### config.mk
export PLATFORM = sky130hd
export DESIGN_NAME = channel_receiver_flat
export DESIGN_NICKNAME = d
export VERILOG_FILES = /design/src/rtl/comm_pkg.sv /design/src/rtl/channel_receiver_if.sv /design/src/rtl/integrate_dump.sv /design/src/rtl/channel_receiver.sv /design/src/flat_wrapper.sv
export SDC_FILE = /design/constraint.sdc
export NUM_CORES = 1
export LEC_CHECK = 0
export CAP_MARGIN = 15
export CORE_MARGIN = 2
export CORE_UTILIZATION = 50
export DETAILED_ROUTE_END_ITERATION = 12
export GPL_ROUTABILITY_DRIVEN = 1
export GPL_TIMING_DRIVEN = 0
export PLACE_DENSITY = 0.7
export SKIP_LAST_GASP = 1
export SLEW_MARGIN = 20
export SYNTH_ARGS = -nofsm -noshare
export SYNTH_HDL_FRONTEND = slang
export SYNTH_HIERARCHICAL = 1
export SYNTH_SLANG_ARGS = --single-unit
### constraint.sdc
create_clock -name clk -period 3.7 [get_ports clk]
set_clock_uncertainty 0.15 [all_clocks]
set_input_delay 0.925 -clock clk [delete_from_list [all_inputs] [get_ports clk]]
set_output_delay 0.925 -clock clk [all_outputs]
set_load 0.1 [all_outputs]
### src/rtl/comm_pkg.sv
// comm_pkg: shared widths, default sync word and receiver state encoding for the channel link.
package comm_pkg;
  localparam int SAMPLE_W = 9;
  localparam int BYTE_W = 8;
  localparam logic [BYTE_W-1:0] SYNC_DEFAULT = 8'hA5;
  typedef enum logic {HUNT, PAYLOAD} rx_state_t;
endpackage

### src/rtl/channel_receiver_if.sv
// channel_receiver_if: sample input and decoded symbol/byte outputs of the channel receiver.
interface channel_receiver_if;
  import comm_pkg::*;
  logic enable;
  logic signed [SAMPLE_W-1:0] rx_in;
  logic sym_valid;
  logic sym_bit;
  logic lock;
  logic [BYTE_W-1:0] data_out;
  logic data_valid;
  logic frame_done;
  modport master(output enable, rx_in, input sym_valid, sym_bit, lock, data_out, data_valid, frame_done);
  modport slave(input enable, rx_in, output sym_valid, sym_bit, lock, data_out, data_valid, frame_done);
endinterface

### src/rtl/integrate_dump.sv
// integrate_dump: sums SPS samples per symbol and decides the bit on the sign of the sum.
module integrate_dump
  import comm_pkg::*;
#(
  parameter int SPS = 8
) (
  input  logic                       clk,
  input  logic                       reset,
  input  logic                       enable,
  input  logic signed [SAMPLE_W-1:0] sample,
  output logic                       sym_valid,
  output logic                       sym_bit
);
  localparam int CNT_W = $clog2(SPS);
  localparam int ACC_W = SAMPLE_W + CNT_W;
  logic signed [ACC_W-1:0] acc, sum;
  logic [CNT_W-1:0] cnt;
  logic last;
  always_comb begin
    sum = acc + {{CNT_W{sample[SAMPLE_W-1]}}, sample};
    last = cnt == CNT_W'(SPS - 1);
  end
  always_ff @(posedge clk or negedge reset)
    if (!reset) begin
      acc <= '0;
      cnt <= '0;
      sym_valid <= 1'b0;
      sym_bit <= 1'b0;
    end else if (!enable) begin
      acc <= '0;
      cnt <= '0;
      sym_valid <= 1'b0;
    end else begin
      sym_valid <= last;
      // a zero sum decides 1
      sym_bit <= last ? !sum[ACC_W-1] : sym_bit;
      acc <= last ? '0 : sum;
      cnt <= last ? '0 : cnt + 1'b1;
    end
endmodule

### src/rtl/channel_receiver.sv
// channel_receiver: recovers symbols, hunts for the sync word and delivers a fixed-length payload as bytes.
module channel_receiver
  import comm_pkg::*;
#(
  parameter int                SPS           = 8,
  parameter logic [BYTE_W-1:0] SYNC_WORD     = SYNC_DEFAULT,
  parameter int                PAYLOAD_BYTES = 4
) (
  input logic                clk,
  input logic                reset,
  channel_receiver_if.slave  bus
);
  rx_state_t state;
  logic [BYTE_W-1:0] shreg, byte_reg, shreg_nxt, byte_nxt, data_out;
  logic [3:0] hunt_cnt, hunt_nxt;
  logic [2:0] bit_cnt;
  logic [7:0] byte_cnt;
  logic lock, data_valid, frame_done, last_byte;
  integrate_dump #(.SPS(SPS)) u_id (
    .clk(clk),
    .reset(reset),
    .enable(bus.enable),
    .sample(bus.rx_in),
    .sym_valid(bus.sym_valid),
    .sym_bit(bus.sym_bit)
  );
  always_comb begin
    shreg_nxt = {shreg[BYTE_W-2:0], bus.sym_bit};
    byte_nxt = {byte_reg[BYTE_W-2:0], bus.sym_bit};
    hunt_nxt = hunt_cnt == 4'd8 ? 4'd8 : hunt_cnt + 4'd1;
    last_byte = byte_cnt == 8'(PAYLOAD_BYTES - 1);
  end
  always_ff @(posedge clk or negedge reset)
    if (!reset) begin
      state <= HUNT;
      shreg <= '0;
      byte_reg <= '0;
      hunt_cnt <= '0;
      bit_cnt <= '0;
      byte_cnt <= '0;
      lock <= 1'b0;
      data_out <= '0;
      data_valid <= 1'b0;
      frame_done <= 1'b0;
    end else begin
      data_valid <= 1'b0;
      frame_done <= 1'b0;
      if (!bus.enable) begin
        state <= HUNT;
        shreg <= '0;
        hunt_cnt <= '0;
        bit_cnt <= '0;
        byte_cnt <= '0;
        lock <= 1'b0;
      end else if (bus.sym_valid && state == HUNT) begin
        shreg <= shreg_nxt;
        hunt_cnt <= hunt_nxt;
        // hunt_cnt gate keeps the cleared shreg from matching an all-zero sync word
        if (hunt_nxt == 4'd8 && shreg_nxt == SYNC_WORD) begin
          state <= PAYLOAD;
          lock <= 1'b1;
          bit_cnt <= '0;
          byte_cnt <= '0;
        end
      end else if (bus.sym_valid) begin
        byte_reg <= byte_nxt;
        bit_cnt <= bit_cnt + 3'd1;
        if (bit_cnt == 3'd7) begin
          data_out <= byte_nxt;
          data_valid <= 1'b1;
          byte_cnt <= byte_cnt + 8'd1;
          if (last_byte) begin
            frame_done <= 1'b1;
            lock <= 1'b0;
            state <= HUNT;
            shreg <= '0;
            hunt_cnt <= '0;
          end
        end
      end
    end
  assign bus.lock = lock;
  assign bus.data_out = data_out;
  assign bus.data_valid = data_valid;
  assign bus.frame_done = frame_done;
endmodule

### src/flat_wrapper.sv
// flat-port wrapper written by rule: the top's interface ports become plain ports
module channel_receiver_flat import comm_pkg::*;
#(
  parameter int                SPS           = 8,
  parameter logic [BYTE_W-1:0] SYNC_WORD     = SYNC_DEFAULT,
  parameter int                PAYLOAD_BYTES = 4
)
  (clk, reset, bus_enable, bus_rx_in, bus_sym_valid, bus_sym_bit, bus_lock, bus_data_out, bus_data_valid, bus_frame_done);
  channel_receiver_if bus_i ();
  input logic clk;
  input logic reset;
  input wire logic [$bits(bus_i.enable)-1:0] bus_enable;
  input wire logic [$bits(bus_i.rx_in)-1:0] bus_rx_in;
  output wire logic [$bits(bus_i.sym_valid)-1:0] bus_sym_valid;
  output wire logic [$bits(bus_i.sym_bit)-1:0] bus_sym_bit;
  output wire logic [$bits(bus_i.lock)-1:0] bus_lock;
  output wire logic [$bits(bus_i.data_out)-1:0] bus_data_out;
  output wire logic [$bits(bus_i.data_valid)-1:0] bus_data_valid;
  output wire logic [$bits(bus_i.frame_done)-1:0] bus_frame_done;
  assign bus_i.enable = bus_enable;
  assign bus_i.rx_in = bus_rx_in;
  assign bus_sym_valid = bus_i.sym_valid;
  assign bus_sym_bit = bus_i.sym_bit;
  assign bus_lock = bus_i.lock;
  assign bus_data_out = bus_i.data_out;
  assign bus_data_valid = bus_i.data_valid;
  assign bus_frame_done = bus_i.frame_done;
  channel_receiver #(.SPS(SPS), .SYNC_WORD(SYNC_WORD), .PAYLOAD_BYTES(PAYLOAD_BYTES)) u_core (.clk(clk), .reset(reset), .bus(bus_i));
endmodule
==> summary.md <==
| Metric | Value |
|---|---|
| Worst-Skew Late Latency | `330 ps` |
| CP endpoint | `bus_sym_bit` |
| Core area | `0.005851 mm²` |
| Die Height | `81.40 µm` |
| TritonCTS clock tree | `built` |
| WL per Instance | `14.36 µm` |
| Avg Inst Size Synth | `10.26 µm²` |
| Die ar. | `0.006626 mm²` |
| Cell Count Post-Placement | `392` |
| Crit path required time | `2620 ps` |
| Clk root buf | `clkbuf_8` |
| Leakage Power | `1.676 nW` |
| Hold crit path type | `in2async` |
| Setup bufs post-CTS | `0` |
| Die Width | `81.40 µm` |
| FFs w/ async S/R, synth | `100.0%` |
| Critical path arrival | `1960 ps` |
| Slowest CP cell | `clkdlybuf4s50_1` |
| FMAX | `329.4 MHz` |
| Total number of vias | `2,306` |
| Mapped Nets | `323` |
| Buf+Inv Stages, Crit Path | `1` |
| Critical Path Fanout Max | `6` |
| Site Rows | `28` |
| Initial DRC count | `146` |
| Final Hold Viols | `0` |
| CTS HTree Levels | `3` |
| Layout area overhead | `19.30%` |
| Worst r2r src | `u_core/u_id/acc[0]` |
| Yosys reg bits | `57` |
| Routed WL | `5.859 mm` |
| Slew Viols, Final | `0` |
| CTS sink cnt | `57` |
| Crit share post-route | `82.05%` |
| Final Setup Violations | `0` |
| Largest register FFs | `12` |
| First-pass GRT wire length | `10.31 mm` |
| Crit end category | `primary output` |
| Drt first pass iters | `5` |
| Largest register by flop count | `u_core/u_id/acc` |
| Initial antenna violation count | `0` |
| Netlist cell types | `53` |
| Cells along the critical path | `clkdlybuf4s50_1` |
| Slowest cell delay on critical path | `1170 ps` |
| Crit Path Category | `reg2out` |
| Fin Hold WS | `270.9 ps` |
| Run status | `complete, no violations` |
| Post-synth EDFFs | `0` |
| Pre-CTS setup slack | `440.5 ps` |
| Stages on worst setup path | `1` |
| Period minus WS final | `3036 ps` |
| Top Registers | `u_core/u_id/acc: 12 flops, u_core/bus.data_out: 8 flops, u_core/byte_cnt: 8 flops` |
| Reg2reg setup slack | `1440 ps` |
| Final worst setup slack | `664.2 ps` |
| Slew @ Worst Pin | `968.6 ps` |
| Most common cell after layout, fill and taps aside | `dfrtp_1` |
| Maximum VDD drop | `0.0003052 V` |
| TritonCTS Buffers | `9` |
| Worst r2r path cells | `7` |
| Setup repair after global routing missed its margin | `no` |
| DRT antenna net count | `0` |
| Seq/Total Area, Yosys | `47.62%` |
| Hold buffer count at cts | `0` |
| Max Cap Viol | `0` |
| Drt via density | `5.652` |
| Final net count | `359` |
| DRC | `0` |
| Yosys warns | `6` |
| PwrDens | `479.8 mW/mm²` |
| RD Place Congestion | `0.8199` |
| IO buf count | `24` |
| Clk buf depth | `2` |
| Crit path max-delay family | `buffers and inverters` |
| Most frequent cells in the layout | `dfrtp_1, nand2_1, clkdlybuf4s50_1, ha_1` |
| Clock-pin slew on the worst setup and hold paths | `70 ps` |
| Ant diodes | `0` |
| Number of global-route vias before repair | `2,265` |
| Grt ovf | `0` |
| Crit path launch type | `flip-flop` |
| Post-Syn Area | `0.002995 mm²` |
| Setup TNS | `0 ps` |
| CP startpoint | `u_core/u_id/sym_bit` |
| Critical R2R Capture | `u_core/u_id/acc[10]` |
| Share of layout cells above drive strength 1 | `13.21%` |
| Global Route Usage Sum | `20.45%` |
| Post-detail-place hpwl | `4.013 mm` |
| Slew margin rel. | `35.22%` |
| # IOs | `25` |
| Fillcell total | `495` |
| Post-Syn Instances | `292` |
| Most common flop cell mapped by yosys | `dfrtp_1` |
| Post_cts resized | `0` |
| Initial Utilization | `51.20%` |
| Largest net degree at the start of global routing | `48` |
| Final Non-Filler Cells | `408` |
[synth_stat cells (all sizes together), types with 2 or more instances]
master  instances  area share, %
nor2b           2           0.42
nor2           17            2.2
a21o            5            1.3
a21oi          14            2.3
nor4b           2            1.1
o21ai          18            3.3
mux2            7            2.6
xnor2           3           0.88
xor2            6            1.8
and4            2           0.63
buf             8            2.3
ha             18            7.5
and2            6            1.3
a22oi           2           0.50
o21a            3           0.75
nor3            5           0.84
a31oi           6            1.3
a22o            8            2.3
inv             9            1.1
nand2b          3           0.63
dfrtp          57             48
clkbuf          2           0.29
a211oi          3           0.92
nand3          12            2.2
a221oi          2           0.58
o211ai          4            1.0
and3            3           0.63
nand4           5            1.0
mux2i           2           0.67
a311oi          2           0.58
a41oi           2           0.58
nand2          43            5.4
o31ai           2           0.67
[per-stage QoR]
stage	area [µm²]	util, %	total power, W
3_3_place_gp	3329	56.91	0.001068
6_report	3573	61.08	0.001714
2_1_floorplan	2995	-	0.0009948
4_1_cts	3573	61.08	0.001732
5_1_grt	3573	61.08	0.001810
3_5_place_dp	3354	57.34	0.001086
[logic make-up (layout without fill, tap and decap cells)]
logic type | count (synthesis) | after routing | synth area share (%)
compound gates | 74 | 74 | 17.00
xor+xnor | 9 | 9 | 2.632
fa+ha+maj | 19 | 19 | 8.187
buf+inv | 21 | 62 | 4.176
flops | 57 | 57 | 47.62
mux | 9 | 9 | 3.300
simple gates | 103 | 103 | 17.08
[worst min-delay path by stage]
| stage | from | end | slack, ps | cells past startpoint |
|---|---|---|---|---|
| 4_1_cts | reset | u_core/byte_cnt[7] | 270 | 1 |
| 3_5_place_dp | u_core/u_id/cnt[0] | u_core/u_id/cnt[0] | 290 | 1 |
| 2_1_floorplan | u_core/u_id/cnt[0] | u_core/u_id/cnt[0] | 260 | 1 |
| 3_3_place_gp | u_core/u_id/cnt[0] | u_core/u_id/cnt[0] | 270 | 1 |
| 6_report | reset | u_core/hunt_cnt[2] | 270 | 1 |
| 5_1_grt | reset | u_core/hunt_cnt[1] | 270 | 1 |
[cell type report]
| class | instances | area [µm²] | area share (%) |
|---|---|---|---|
| Timing Repair Buffer | 25 | 265.3 | 7.423 |
| Clock inverter | 7 | 95.09 | 2.661 |
| Buffer | 11 | 87.58 | 2.451 |
| Sequential cell | 57 | 1426 | 39.92 |
| Clock buffer | 9 | 123.9 | 3.466 |
| Tap cell | 75 | 93.84 | 2.626 |
| Inverter | 10 | 37.54 | 1.050 |
| Multi-Input combinational cell | 214 | 1444 | 40.41 |
[report_power, final]
part	internal [W]	switching, W	leakage (nW)
Sequential	0.000676	0.0000267	0.780
Combinational	0.000162	0.000211	0.799
Clock	0.000377	0.000262	0.0975
Total	0.00121	0.000499	1.68
[per-layer routing]
layer	vias to the layer above	track usage [%]	part of all wire, %
li1	1125	-	-
met3	6	4.000	4.4
met1	1125	27.89	47
met4	0	9.831	1.4
met2	50	31.23	47
met5	-	0	0
Note: power is estimated with default switching activity, not from simulation.
